## src/rtl/inst_fetch_pkg.sv

```systemverilog
// inst_fetch_pkg: shared defaults and FSM encoding for the instruction fetch
// front-end.
//   WORD_SIZE_D / BLOCK_SIZE_D / BYTE_SIZE_D : default address, block and byte widths
//   fstate_t                                 : 2-bit fill FSM state encoding
package inst_fetch_pkg;
  localparam int WORD_SIZE_D  = 32;
  localparam int BLOCK_SIZE_D = 32;
  localparam int BYTE_SIZE_D  = 8;

  typedef enum logic [1:0] {
    S_IDLE  = 2'd0,
    S_ISSUE = 2'd1,
    S_WAIT  = 2'd2,
    S_CAPT  = 2'd3
  } fstate_t;
endpackage

```

## src/rtl/inst_fetch_line.sv

```systemverilog
// fetch_line: the one-line, two-block instruction buffer.
//   clk, rst    : clock, async active-high reset
//   addr        : block-aligned fetch address
//   flush       : invalidate the line (wins over load)
//   load        : write base/d0/d1 and mark the line valid
//   load_base   : block-aligned address of d0
//   load_d0/d1  : block at load_base / load_base+B
//   hit         : addr is in the line (line valid, offset 0 or B)
//   blk         : selected block (meaningful only when hit)
module fetch_line #(
  parameter int WORD_SIZE  = 32,
  parameter int BLOCK_SIZE = 32,
  parameter int B          = 4
) (
  input  logic                  clk,
  input  logic                  rst,
  input  logic [WORD_SIZE-1:0]  addr,
  input  logic                  flush,
  input  logic                  load,
  input  logic [WORD_SIZE-1:0]  load_base,
  input  logic [BLOCK_SIZE-1:0] load_d0,
  input  logic [BLOCK_SIZE-1:0] load_d1,
  output logic                  hit,
  output logic [BLOCK_SIZE-1:0] blk
);
  localparam int AW = $clog2(B);

  logic [WORD_SIZE-1:0]  base;
  logic [BLOCK_SIZE-1:0] d0, d1;
  logic                  line_valid;
  logic [WORD_SIZE-1:0]  off;

  // Modular subtraction: a line based at 2^W-B holds address 0 in d1.
  assign off = addr - base;
  assign hit = line_valid && (off == '0 || off == WORD_SIZE'(B));
  // On a hit the offset is 0 or B, so bit AW alone picks the block.
  assign blk = off[AW] ? d1 : d0;

  always_ff @(posedge clk or posedge rst) begin
    if (rst) begin
      base       <= '0;
      d0         <= '0;
      d1         <= '0;
      line_valid <= 1'b0;
    end else if (flush) begin
      line_valid <= 1'b0;
    end else if (load) begin
      base       <= load_base;
      d0         <= load_d0;
      d1         <= load_d1;
      line_valid <= 1'b1;
    end
  end
endmodule

```

## src/rtl/inst_fetch.sv

```systemverilog
// inst_fetch: instruction fetch front-end between the CPU fetch stage and
// instruction memory. Serves blocks from a two-block line; on a miss issues
// one memory read, captures both returned blocks and stalls until filled.
//   clk, rst        : clock, async active-high reset
//   pc_in, req      : fetch byte address and request valid
//   flush           : invalidate line, abort any fill
//   inst/inst_valid : fetched block and its valid (combinational on hit)
//   stall           : request not served this cycle
//   mem_addr        : memory byte address (held between reads)
//   mem_readable    : one-cycle read enable per fill
//   mem_writable    : tied 0
//   mem_write       : tied 0
//   mem_out1/2      : memory blocks at mem_addr and mem_addr+B
module inst_fetch
  import inst_fetch_pkg::*;
#(
  parameter int WORD_SIZE  = WORD_SIZE_D,
  parameter int BLOCK_SIZE = BLOCK_SIZE_D,
  parameter int BYTE_SIZE  = BYTE_SIZE_D,
  parameter int MEM_LAT    = 1
) (
  input  logic                  clk,
  input  logic                  rst,
  input  logic [WORD_SIZE-1:0]  pc_in,
  input  logic                  req,
  input  logic                  flush,
  output logic [BLOCK_SIZE-1:0] inst,
  output logic                  inst_valid,
  output logic                  stall,
  output logic [WORD_SIZE-1:0]  mem_addr,
  output logic                  mem_readable,
  output logic                  mem_writable,
  output logic [BLOCK_SIZE-1:0] mem_write,
  input  logic [BLOCK_SIZE-1:0] mem_out1,
  input  logic [BLOCK_SIZE-1:0] mem_out2
);
  localparam int B  = BLOCK_SIZE / BYTE_SIZE;
  localparam int CW = (MEM_LAT > 2) ? $clog2(MEM_LAT) : 1;

  fstate_t               state;
  logic [WORD_SIZE-1:0]  fill_addr;
  logic [CW-1:0]         cnt;
  logic [WORD_SIZE-1:0]  a;
  logic                  hit;
  logic [BLOCK_SIZE-1:0] blk;
  logic                  serve;

  assign a = pc_in & ~(WORD_SIZE'(B) - WORD_SIZE'(1));

  fetch_line #(
    .WORD_SIZE (WORD_SIZE),
    .BLOCK_SIZE(BLOCK_SIZE),
    .B         (B)
  ) u_line (
    .clk      (clk),
    .rst      (rst),
    .addr     (a),
    .flush    (flush),
    .load     (state == S_CAPT && !flush),
    .load_base(fill_addr),
    .load_d0  (mem_out1),
    .load_d1  (mem_out2),
    .hit      (hit),
    .blk      (blk)
  );

  assign serve        = req && hit && state == S_IDLE && !flush;
  assign inst         = serve ? blk : '0;
  assign inst_valid   = serve;
  assign stall        = req && !serve;
  assign mem_writable = 1'b0;
  assign mem_write    = '0;

  // mem_readable is raised on the IDLE->ISSUE edge so it is high exactly
  // for the ISSUE cycle; mem_addr is only loaded there and otherwise holds.
  always_ff @(posedge clk or posedge rst) begin
    if (rst) begin
      state        <= S_IDLE;
      fill_addr    <= '0;
      cnt          <= '0;
      mem_addr     <= '0;
      mem_readable <= 1'b0;
    end else if (flush) begin
      state        <= S_IDLE;
      mem_readable <= 1'b0;
    end else begin
      case (state)
        S_IDLE: begin
          if (req && !hit) begin
            fill_addr    <= a;
            mem_addr     <= a;
            mem_readable <= 1'b1;
            state        <= S_ISSUE;
          end
        end
        S_ISSUE: begin
          mem_readable <= 1'b0;
          cnt          <= '0;
          state        <= (MEM_LAT > 1) ? S_WAIT : S_CAPT;
        end
        S_WAIT: begin
          // WAIT spans MEM_LAT-1 cycles
          if (cnt == CW'(MEM_LAT - 2)) state <= S_CAPT;
          else                         cnt   <= cnt + CW'(1);
        end
        default: state <= S_IDLE;
      endcase
    end
  end
endmodule

```

## config.mk

```make
export PLATFORM = sky130hd
export DESIGN_NAME = inst_fetch
export DESIGN_NICKNAME = d
export VERILOG_FILES = /design/src/rtl/inst_fetch_pkg.sv /design/src/rtl/inst_fetch_line.sv /design/src/rtl/inst_fetch.sv
export SDC_FILE = /design/constraint.sdc
export NUM_CORES = 1
export LEC_CHECK = 0
export CAP_MARGIN = 20
export CORE_MARGIN = 3
export CORE_UTILIZATION = 51
export CTS_CLUSTER_DIAMETER = 80
export CTS_CLUSTER_SIZE = 10
export DETAILED_ROUTE_END_ITERATION = 12
export PLACE_DENSITY = 0.79
export SLEW_MARGIN = 10
export SYNTH_ARGS = -nofsm -noshare
export SYNTH_HDL_FRONTEND = slang
export SYNTH_SLANG_ARGS = --single-unit
```

## constraint.sdc

```tcl
create_clock -name clk -period 4.5 [get_ports clk]
set_input_delay 0.45 -clock clk [delete_from_list [all_inputs] [get_ports clk]]
set_output_delay 0.45 -clock clk [all_outputs]
set_load 0.01 [all_outputs]
```

### Yosys cells after proc, flatten, opt, wreduce, memory -nomap -nowiden

Cells that the tools add are included.

| word-level totals | value |
|---|---|
| register bits after elaboration | 129 |
| bits of input ports | 100 |
| output and inout bits | 100 |
| word-level logic and storage cells | 51 |

| operators by class | value |
|---|---|
| $add $sub $neg | 2 |
| equal/unequal tests | 6 |
| muxes and demuxes | 13 |
| bitwise operators | 1 |
| reductions and logical operators | 21 |

Operators by type and width:

| kind | number |
|---|---|
| $mux W32 | 2 |
| $eq A32 B3 Y1 const B | 1 |
| $logic_not A32 Y1 | 1 |
| $sub A32 B32 Y32 | 1 |
| $reduce_and A2 Y1 | 4 |
| $logic_and A1 B1 Y1 | 7 |
| $mux W2 | 3 |
| $pmux W2 S3 | 1 |
| $mux W1 | 5 |
| $eq A2 B2 Y1 const B | 2 |
| $pmux W1 S2 | 2 |
| $reduce_bool A2 Y1 | 2 |
| $logic_not A1 Y1 | 3 |
| $ne A3 B2 Y1 const B | 1 |
| $ne A3 B3 Y1 const B | 1 |
| $reduce_and A3 Y1 | 1 |
| $reduce_bool A3 Y1 | 1 |
| $eq A2 B1 Y1 const B | 1 |
| $logic_not A2 Y1 | 1 |
| $add A1 B1 Y1 const B | 1 |
| $logic_or A1 B1 Y1 | 1 |
| $not A1 Y1 | 1 |

### Longest topological paths before layout

| logic depth | value |
|---|---|
| depth after elaboration | 9 |
| mapped depth | 14 |
| depth with buffers taken out | 13 |

### Cells and area by module

From an unflattened synthesis, not the netlist that was laid out.

| second synthesis, totals | value |
|---|---|
| cells, all modules | 782 |
| area total of the unflattened synthesis | 7987.7 um^2 |

By module, submodules not included:

| module | times used | cells an instance | area each (um^2) | seq. area each (um^2) |
|---|---|---|---|---|
| fetch_line | 1 | 618 | 6067.1 | 2427.3 |
| inst_fetch | 1 | 164 | 1920.6 | 850.8 |

### Worst setup path after synthesis

OpenSTA, ideal clock, no wires.

| path | value |
|---|---|
| path type | input to output |
| from | input pc_in[2] |
| to | output inst[12] |
| arrival | 3.781 ns |
| data required time | 4.050 ns |
| slack | 0.269 ns |
| cell stages on the path | 14 |
| path buffers | 1 |
| path through | inv_1 -> ha_1 -> fa_1 -> nor2b_4 -> o31ai_4 -> a21o_1 -> nand2_1 -> mux2_2 -> or4_1 -> or4_1 -> a2111oi_2 -> nand4_2 -> buf_6 -> nor2_1 |

| between the ends | value |
|---|---|
| cells in the longest elaborated chain, start to end | 8 |
| elaborated cells between the ends (all ways) | 10 |
| classes of those cells | add/sub (1); eq/ne (1); mux (2); reduce/logical (6) |

RTL lines:

| item | line | RTL |
|---|---|---|
| start: declaration | inst_fetch.sv:24 | `input logic [WORD_SIZE-1:0] pc_in,` |
| $sub A32 B32 Y32 (*) | inst_fetch_line.sv:34 | `assign off = addr - base;` |
| $eq A32 B3 Y1 or $logic_not A32 Y1 (tied branches) | inst_fetch_line.sv:35 | `assign hit = line_valid && (off == '0 \|\| off == WORD_SIZE'(B));` |
| $logic_or A1 B1 Y1 | inst_fetch_line.sv:35 |  |
| $logic_and A1 B1 Y1 | inst_fetch_line.sv:35 |  |
| $logic_and A1 B1 Y1 (3 in a row) | inst_fetch.sv:67 | `assign serve = req && hit && state == S_IDLE && !flush;` |
| $mux W32 (*) | inst_fetch.sv:68 | `assign inst = serve ? blk : '0;` |
| end: declaration | inst_fetch.sv:27 | `output logic [BLOCK_SIZE-1:0] inst,` |

Mark *: on every way between the ends. The rest lies on a longest branch, timed or not.

### Worst setup path after layout

| path | value |
|---|---|
| from | register u_line.base[2] |
| to | output inst[30] |

| between the ends | value |
|---|---|
| cells in the longest elaborated chain, start to end | 8 |
| elaborated cells between the ends (all ways) | 10 |
| classes of those cells | add/sub (1); eq/ne (1); mux (2); reduce/logical (6) |

RTL lines:

| item | line | RTL |
|---|---|---|
| start: declaration | inst_fetch_line.sv:28 | `logic [WORD_SIZE-1:0] base;` |
| start signal: assignment | inst_fetch_line.sv:48 | `base <= load_base;` |
| $sub A32 B32 Y32 (*) | inst_fetch_line.sv:34 |  |
| $eq A32 B3 Y1 or $logic_not A32 Y1 (tied branches) | inst_fetch_line.sv:35 |  |
| $logic_or A1 B1 Y1 | inst_fetch_line.sv:35 |  |
| $logic_and A1 B1 Y1 | inst_fetch_line.sv:35 |  |
| $logic_and A1 B1 Y1 (3 in a row) | inst_fetch.sv:67 |  |
| $mux W32 (*) | inst_fetch.sv:68 |  |

Marked as above.

==> impl_metrics.json <==
{
  "core.rowCount": 45,
  "critPathKind": "flip-flop to output port",
  "final_worst_setup_slack_ns": -0.2820,
  "final_total_power_w": 0.008451,
  "drc": 0,
  "drive_gt1_share_pct": 35.46,
  "synth_warnings": 0,
  "timing.setup.tns_ns": -7.807,
  "synthArstFlopShare_pct": 100.0,
  "count_of_routing_violations_after_the_opening_detailed_route_iteration": 523,
  "timing.clock.skew_ns": 0.01108,
  "netlist_top_cells_count": "sky130_fd_sc_hd__dfrtp_1 (129), sky130_fd_sc_hd__mux2_2 (71), sky130_fd_sc_hd__nand2_1 (64)",
  "worstReg2RegEnd": "fill_addr[14]",
  "internal_power_component_w": 0.005084,
  "fin_crit_ns": 4.782,
  "setup_viol_count_final": 34,
  "starting_utilization_of_the_core_area_pct": 53.37,
  "via_count_of_the_routed_design": 7346,
  "crit_path_end": "inst[30]",
  "clk_root_buffer_cell": "sky130_fd_sc_hd__clkbuf_16",
  "first_pass_iters": 5,
  "post-synth-top-count-cell": "sky130_fd_sc_hd__dfrtp_1",
  "net-switching-power_w": 0.003367,
  "areaGrowthSynthToFinish_pct": 45.90,
  "postRouteAntennaNets": 0,
  "power_leakage_nw": 5.566,
  "gr-total-overflow": 0,
  "grt_setup_unrepaired": "yes",
  "type_of_element_launching_the_critical_path": "flip-flop",
  "port-buffer-count": 162,
  "synth_cells": 816,
  "crit_arrival_ns": 4.33,
  "netlist_area_mm2": 0.008294,
  "power.ir.vdd_worst_v": 0.0003724,
  "power_per_cell_area_mw_per_mm2": 698.3,
  "drt_wl_cell_um": 18.42,
  "final-hold-violation-count": 0,
  "r2r-start": "u_line.base[2]",
  "numCtsBuffers": 17,
  "max_freq_mhz": 209.1,
  "dominantRegCellSynth": "sky130_fd_sc_hd__dfrtp_1",
  "wirelength_um": 24690,
  "place_ws_ns": -0.8135,
  "share_comb_of_total_power_pct": 59.4,
  "final.fill_count": 989,
  "clock_sinks": 129,
  "maximum_buffer_depth_of_the_clock_tree": 2,
  "synth.largest_area_cell": "sky130_fd_sc_hd__dfrtp_1",
  "gp_routability_congestion": 0.9268,
  "grt_start_max_net_pins": 123,
  "syn_area_per_cell_um2": 10.16,
  "slew_violations": 0,
  "yosysUniqueCellTypes": 80,
  "path_max_fanout": 4,
  "floorplan.die.width_um": 133.5,
  "fp.dieArea_mm2": 0.01783,
  "grt_pass1_vias": 7338,
  "synth_seq_area_share_pct": 38.92,
  "cts.reportedPaths.clkPinSlew_ns": 0.06,
  "power.switching_fraction_pct": 39.85,
  "synth_enable_flop_cells": 0,
  "regToRegSetupSlack_ns": 0.35,
  "tightestPinTransition_ns": 0.7951,
  "insertion_delay_ns": 0.43,
  "slew_limit_headroom_pct": 46.99,
  "violations_in_the_final_reports": "setup timing",
  "routed_via_density": 5.482,
  "coreArea_mm2": 0.01554,
  "end_kind": "output port",
  "grt_antenna_before_repair": 0,
  "worstPathRequired_ns": 4.05,
  "ys_top_cells_by_area": "sky130_fd_sc_hd__dfrtp_1 (39%), sky130_fd_sc_hd__mux2_2 (9.6%), sky130_fd_sc_hd__mux2_4 (5.4%)",
  "cts_tree": "built",
  "grt_pass1_wl_um": 37450,
  "fp.dieH_um": 133.5,
  "power_frac_clock_pct": 15.8,
  "htree_levels": 4,
  "finalCritPeriodShare_pct": 106.3,
  "finalNetCount": 1249,
  "worst-r2r-cell-count": 16,
  "p_seq_share_pct": 24.8,
  "global_route.usage.total_pct": 26.15,
  "io-pin-count": 200,
  "ys_seq_elements": 129,
  "synth_largest_type_area_fraction_pct": 38.92,
  "worst_setup_path_startpoint": "u_line.base[2]",
  "run_status": "finished, violations left",
  "worst_min_delay_path_category": "input port to flip-flop",
  "dp.final_hpwl_um": 16590,
  "drv_cap": 0
}
## layout by cell type (no fill, tap or decap), drive strengths merged, types with 3 or more instances in the layout
| cell | instances |
|---|---|
| nor2b | 9 |
| o211a | 4 |
| clkinv | 3 |
| clkbuf | 18 |
| inv | 59 |
| buf | 194 |
| nor2 | 68 |
| o21a | 6 |
| xor2 | 7 |
| a211oi | 4 |
| a21oi | 33 |
| ha | 33 |
| o31ai | 3 |
| nor4b | 3 |
| a211o | 4 |
| o2111ai | 3 |
| mux2i | 37 |
| nor4 | 5 |
| clkdlybuf4s50 | 125 |
| nor3 | 8 |
| and3 | 5 |
| a221oi | 4 |
| nand2 | 64 |
| a21o | 9 |
| o21ai | 48 |
| o211ai | 6 |
| o221ai | 3 |
| nand2b | 3 |
| and2 | 3 |
| conb | 35 |
| xnor2 | 7 |
| a41oi | 3 |
| nand3 | 11 |
| nor3b | 3 |
| nand4 | 14 |
| o22ai | 4 |
| mux2 | 101 |
| a31oi | 4 |
| or4 | 5 |
| dfrtp | 129 |
## critical path, cell delays in order (launching register included)
cell,delay [ns]
sky130_fd_sc_hd__dfrtp_1,0.41
sky130_fd_sc_hd__ha_4,0.18
sky130_fd_sc_hd__fa_2,0.37
sky130_fd_sc_hd__nor2b_4,0.15
sky130_fd_sc_hd__buf_6,0.11
sky130_fd_sc_hd__o31ai_4,0.06
sky130_fd_sc_hd__a21o_1,0.22
sky130_fd_sc_hd__nand2_2,0.11
sky130_fd_sc_hd__mux2_4,0.31
sky130_fd_sc_hd__or4_4,0.53
sky130_fd_sc_hd__or4_4,0.44
sky130_fd_sc_hd__a2111oi_4,0.27
sky130_fd_sc_hd__nand4_4,0.17
sky130_fd_sc_hd__buf_12,0.19
sky130_fd_sc_hd__clkbuf_16,0.16
sky130_fd_sc_hd__nor2_2,0.10
sky130_fd_sc_hd__buf_2,0.14
## cell families (layout without fill, tap and decap cells)
| family | Yosys count | after routing | synth area share, % |
|---|---|---|---|
| AO/OA/AOI/OAI | 159 | 159 | 13.17 |
| buffers and inverters | 126 | 404 | 8.327 |
| other | 1 | 36 | 0.04521 |
| XOR/XNOR | 14 | 14 | 1.478 |
| flip-flops | 129 | 129 | 38.92 |
| adder cells (fa/ha/maj) | 34 | 34 | 5.220 |
| AND/OR/NAND/NOR | 215 | 215 | 13.31 |
| multiplexers | 138 | 138 | 19.54 |
## sequential cells by signal, summed over array words and instances (netlist names)
name               flops
mem_readable           1
fill_addr             30
u_line.base           30
u_line.line_valid      1
state                  2
cnt                    1
u_line.d1             32
u_line.d0             32
## metrics by stage
stage / util (%) / instance area [um2] / hold WS (ns) / cells
after floorplan: - / 8422 / 0.4800 / 850
final: 77.87 / 12100 / 0.3832 / 1340
after global placement: 70.75 / 10990 / 0.4880 / 1295
after global routing: 77.86 / 12100 / 0.3937 / 1339
after detailed placement: 70.75 / 10990 / 0.4957 / 1295
after CTS: 75.67 / 11760 / 0.4086 / 1337
## power groups by stage
stage	Clock (W)	Sequential, W	Combinational (W)
2_1_floorplan	0	0.00205	0.00268
3_3_place_gp	0	0.00203	0.00449
3_5_place_dp	0	0.00207	0.00458
4_1_cts	0.00135	0.00207	0.00476
5_1_grt	0.00141	0.00216	0.00540
6_report	0.00134	0.00209	0.00502
## layer usage
layer / part of all wire [%] / vias to the layer above / GRT usage, %
met5: 0 / - / 0
met4: 3.0 / 0 / 9.886
met3: 5.2 / 54 / 5.514
met2: 50 / 290 / 43.37
met1: 42 / 3552 / 33.75
li1: - / 3450 / -
## worst min path at each step
stage	start	endpoint	slack [ns]	depth (start not counted)
finish	pc_in[4]	fill_addr[4]	0.38	2
global route	pc_in[4]	fill_addr[4]	0.39	2
CTS	pc_in[2]	fill_addr[2]	0.41	2
detailed placement	u_line.d0[8]	u_line.d0[8]	0.50	1
global placement	u_line.d1[16]	u_line.d1[16]	0.49	1
floorplan	u_line.d1[30]	u_line.d1[30]	0.48	1
## area by class of cell
cell class	count	area, um2	area share (%)
inverter	49	188.9	1.561
antenna	1	2.502	0.02068
clock inverter	15	137.6	1.137
clock buffer	17	425.4	3.515
sequential	129	3228	26.67
tap	211	264.0	2.182
multi-input combinational	595	4858	40.15
timing repair buffer	323	2997	24.76
## timing repair
| item | CTS | global route |
|---|---|---|
| setup endpoints to repair | 34 | 34 |
| cloned | 3 | 1 |
| hold buffers | 0 | 0 |
| setup buffers | 7 | 1 |
| gates resized for setup | 189 | 57 |
| hold endpoints to repair | 0 | 0 |
| pin swaps | 34 | 13 |
Note: power is estimated with default switching activity, not from simulation.
